--- src/rtl/seq_shift_pkg.sv ---
// Shared types and constants for the iterative right barrel shifter.
package seq_shift_pkg;

    typedef enum logic [1:0] {
        IDLE  = 2'd0,
        SHIFT = 2'd1,
        DONE  = 2'd2
    } shift_state_t;

    localparam logic MODE_ROTATE  = 1'b0;
    localparam logic MODE_LOGICAL = 1'b1;

endpackage

--- src/rtl/right_shift_stage.sv ---
// One log2 stage of the right shifter: moves data right by 2**i_stage when enabled.
module right_shift_stage
    import seq_shift_pkg::*;
#(
    parameter int width = 3
) (
    input  logic [2**width-1:0] i_data,
    input  logic [width-1:0]    i_stage,
    input  logic                i_enable,
    input  logic                i_mode,
    output logic [2**width-1:0] o_data
);

    localparam int N = 2**width;

    logic [width:0] w_amt;
    logic [N-1:0]   w_rot;
    logic [N-1:0]   w_log;

    assign w_amt = (width+1)'(1) << i_stage;

    // Rotation falls out of shifting a doubled copy and keeping the low half.
    assign w_rot = N'({i_data, i_data} >> w_amt);
    assign w_log = i_data >> w_amt;

    assign o_data = !i_enable                ? i_data :
                    (i_mode == MODE_LOGICAL) ? w_log  : w_rot;

endmodule

--- src/rtl/seq_right_shifter.sv ---
// Iterative handshaked right barrel shifter, one log2 stage resolved per clock.
//
//   state | meaning
//   IDLE  | in_ready high, waiting for a request
//   SHIFT | applying stage r_stage of the latched shift amount
//   DONE  | result on output_string, out_valid high until out_ready
module seq_right_shifter
    import seq_shift_pkg::*;
#(
    parameter int width = 3
) (
    input  logic                clk,
    input  logic                reset,
    input  logic                in_valid,
    output logic                in_ready,
    input  logic [2**width-1:0] input_string,
    input  logic [width-1:0]    shift,
    input  logic                mode,
    output logic                out_valid,
    input  logic                out_ready,
    output logic [2**width-1:0] output_string,
    output logic                busy
);

    localparam int N = 2**width;
    localparam logic [width-1:0] STAGE_LAST = (width)'(width - 1);

    shift_state_t     r_state;
    logic [N-1:0]     r_data;
    logic [width-1:0] r_shift;
    logic             r_mode;
    logic [width-1:0] r_stage;

    shift_state_t     w_state_nxt;
    logic [N-1:0]     w_data_nxt;
    logic [width-1:0] w_shift_nxt;
    logic             w_mode_nxt;
    logic [width-1:0] w_stage_nxt;
    logic             w_en;
    logic [N-1:0]     w_stage_data;

    always_comb begin
        w_en = 1'b0;
        for (int i = 0; i < width; i++) begin
            if (int'(r_stage) == i) begin
                w_en = r_shift[i];
            end
        end
    end

    right_shift_stage #(.width(width)) u_stage (
        .i_data   (r_data),
        .i_stage  (r_stage),
        .i_enable (w_en),
        .i_mode   (r_mode),
        .o_data   (w_stage_data)
    );

    always_comb begin
        w_state_nxt = r_state;
        w_data_nxt  = r_data;
        w_shift_nxt = r_shift;
        w_mode_nxt  = r_mode;
        w_stage_nxt = r_stage;
        case (r_state)
            IDLE: begin
                if (in_valid) begin
                    w_data_nxt  = input_string;
                    w_shift_nxt = shift;
                    w_mode_nxt  = mode;
                    w_stage_nxt = '0;
                    w_state_nxt = SHIFT;
                end
            end
            SHIFT: begin
                // Every stage runs even when its bit is clear, keeping latency fixed.
                w_data_nxt  = w_stage_data;
                w_stage_nxt = r_stage + 1'b1;
                if (r_stage == STAGE_LAST) begin
                    w_state_nxt = DONE;
                end
            end
            DONE: begin
                if (out_ready) begin
                    w_state_nxt = IDLE;
                end
            end
            default: w_state_nxt = IDLE;
        endcase
    end

    always_ff @(posedge clk) begin
        if (reset) begin
            r_state <= IDLE;
            r_data  <= '0;
            r_shift <= '0;
            r_mode  <= 1'b0;
            r_stage <= '0;
        end else begin
            r_state <= w_state_nxt;
            r_data  <= w_data_nxt;
            r_shift <= w_shift_nxt;
            r_mode  <= w_mode_nxt;
            r_stage <= w_stage_nxt;
        end
    end

    assign in_ready      = (r_state == IDLE);
    assign out_valid     = (r_state == DONE);
    assign busy          = (r_state == SHIFT) || (r_state == DONE);
    assign output_string = r_data;

endmodule
--- config.mk ---
export PLATFORM = sky130hd
export DESIGN_NAME = seq_right_shifter
export DESIGN_NICKNAME = d
export VERILOG_FILES = /design/src/rtl/seq_shift_pkg.sv /design/src/rtl/right_shift_stage.sv /design/src/rtl/seq_right_shifter.sv
export SDC_FILE = /design/constraint.sdc
export NUM_CORES = 1
export LEC_CHECK = 0
export ABC_AREA = 1
export CORE_ASPECT_RATIO = 1.2
export CORE_MARGIN = 1.5
export CORE_UTILIZATION = 45
export DETAILED_ROUTE_END_ITERATION = 8
export PLACE_DENSITY_LB_ADDON = 0.12
export REMOVE_ABC_BUFFERS = 1
export SYNTH_ARGS = -nofsm -noshare
export SYNTH_HDL_FRONTEND = slang
export SYNTH_SLANG_ARGS = --single-unit
--- constraint.sdc ---
create_clock -name clk -period 5.4 [get_ports clk]
set_clock_uncertainty 0.15 [all_clocks]
set_input_delay 0.54 -clock clk [delete_from_list [all_inputs] [get_ports clk]]
set_output_delay 0.54 -clock clk [all_outputs]
set_load 0.01 [all_outputs]
==> metrics <==
status finished, final reports clean; Max Cap Viol 0; layout cell share with drive strength beyond 1 0.0729; Startpoint Class flop; Cell Area, Synth 0.00157 mm²; cell internal pwr 478 µW; Setup TNS 0 ps; Synth Area in XOR/XNOR 0; sw frac 0.523; port bufs 26; Critical Path Max Stage Delay 580 ps; Hold/Removal Path Class flop to flop; main combinational cell family by area after synthesis simple AND/OR/NAND/NOR gates; Worst-Skew Late Latency 260 ps; vias per cell 5.42; crit-path max FO 17; initial antenna violation count 0; Peak VDD IR 0.350 mV; CTS Root Buffer Type clkbuf_8; Hold WS 323 ps; CTS Hold Bufs 0; vias ~1800; die area 0.00385 mm²; commonest non-fill, non-tap cell in the layout nand2_1; Compound-Gate Fraction of Synth Area 0.110; postcts setup bufs 0; cells after synthesis 269; CP max stage cell ha_1; CP Class flop to flop; f_max 0.425 GHz; RSZ-0062 raised after global routing no; register area share after synthesis 0.217; final worst path period share 0.436; Die Span Y 67.6 µm; clock buffer depth 2; headroom to the max-slew limit 0.565; register-to-register setup slack 3050 ps; die width 56.9 µm; Rows 23; drc violations 0; highest-count cells in the layout ignoring fill and taps nand2_1 (91), nand3_1 (52), clkdlybuf4s50_1 (26); HPWL Detailed 3200 µm; first-pass GRT wire length about 7300 µm; Nets 314; initial core utilization 0.469; Num CTS Buffers 3; routed len/inst between 10 and 15 µm; Final GP Congestion between 0.9 and 1; combinational share of power 0.687; antenna cells 0; gr usage total 0.243; Worst Path Required 5440 ps; # IOs 27; Pre-antenna DRT Iters 4; crit path DAT approximately 2400 ps; register bit total from synthesis 17; Synth Warn # 0; worst-margin pin slew 651 ps; Synth Area in Adders 0.0719; largest net degree at the start of global routing 19; clk slew on worst S/H paths 80 ps; DRT iter0 DRCs 69; PD cells 542 mW/mm²; synth unique cells 25; Area Overhead vs Synth 18.1%; CTS tree done; CP Cell Sequence inv_1 -> ha_1 -> inv_1 -> o21ai_2 -> nand2_4 -> nor2_1 -> nand2_1 -> a21oi_1; Resized cells post-CTS 0; fin crit period 2350 ps; max-slew violations 0; Psw 525 µW; post-synthesis mux area share 0; core area 0.00334 mm²; DRT antenna net count 0; setup violators final 0; Synth Area in Simple Gates 0.498; Final Hold Fails 0; CTS H-tree depth 1; clock sinks 17; Post-Syn Area per Cell between 5 and 6 µm²; total wire length between 4000 and 5000 µm; CP most frequent cell inv_1; Setup crit end kind flop; Pleak 0.830 nW; Fill cells 361; clock power share 0.104; vias in the first global route 1594; sequential power share 0.209; Overflow after GRT 0
[kinds of logic (layout without fill, tap and decap cells)]
kind of cell / after synthesis / after routing
buf+inv: 35 / 54
simple gates: 179 / 179
fa+ha+maj: 9 / 9
flops: 17 / 17
compound gates: 29 / 29
[per-stage QoR]
stage	power, mW	cell area, µm²	worst slack [ps]	instances	util
floorplan	0.689	1500	3460	258	-
global placement	0.897	1800	3070	321	0.540
detailed placement	0.896	1800	3040	321	0.540
CTS	1.00	1850	3040	325	0.554
global route	1.11	1850	2810	325	0.554
finish	1.00	1850	3050	325	0.554
[routing by layer]
metal | global-route usage | wire [µm] | up-vias
met5 | 0 | 0 | -
met2 | 0.448 | 2160 | 66
met1 | 0.290 | 1800 | 776
met3 | 0.0307 | 226 | 10
li1 | - | - | 911
met4 | 0.0843 | 110 | 0
[synth_stat cells (all sizes together)]
cell type  number  share of area
nand3          52           0.17
clkinv          1         0.0024
inv            23          0.057
nor2           29          0.079
o21a            1         0.0048
o21ai           3          0.012
a31oi           1         0.0040
dfxtp          17           0.22
clkbuf          3         0.0072
a21oi          19          0.061
buf             8          0.037
ha              9          0.072
o221ai          1         0.0096
nand2          96           0.24
a211oi          4          0.019
nand4           2         0.0080
[sequential cells by signal, indices dropped and copies added (netlist names)]
name	flops
output_string	8
r_shift	3
r_stage	3
r_state	2
r_mode	1
[area by class of cell]
type / count / area, µm² / share of cell area
timing repair buffer: 26 / 260 / 0.141
inverter: 24 / 92.6 / 0.0500
sequential: 17 / 340 / 0.184
clock buffer: 3 / 41.3 / 0.0223
multi-input combinational: 217 / 1060 / 0.575
tap: 37 / 46.3 / 0.0250
clock inverter: 1 / 5.00 / 0.00270
[power groups by stage]
| stage | combinational [mW] | sequential, mW | clock (mW) |
|---|---|---|---|
| after floorplan | 0.480 | 0.209 | 0 |
| after detailed placement | 0.684 | 0.212 | 0 |
| after global placement | 0.685 | 0.213 | 0 |
| after global routing | 0.786 | 0.216 | 0.109 |
| final | 0.690 | 0.210 | 0.104 |
| after CTS | 0.687 | 0.211 | 0.104 |
[worst max-delay path, delay by kind of cell, from the launching register on]
| kind | cells | cell delay [ps] |
|---|---|---|
| fa+ha+maj | 1 | 580 |
| buf+inv | 2 | 420 |
| flops | 1 | 320 |
| compound gates | 2 | 430 |
| simple gates | 3 | 360 |
[worst paths after layout]
path	start	end	cells past startpoint
max reg2reg	r_state[1]$_SDFFE_PP0P_	output_string[5]$_SDFFE_PP0P_	8
max	r_state[1]$_SDFFE_PP0P_	output_string[5]$_SDFFE_PP0P_	8
min	r_shift[1]$_SDFFE_PP0P_	r_shift[1]$_SDFFE_PP0P_	2
min reg2reg	r_shift[1]$_SDFFE_PP0P_	r_shift[1]$_SDFFE_PP0P_	2
(Power assumes the default switching activity.)
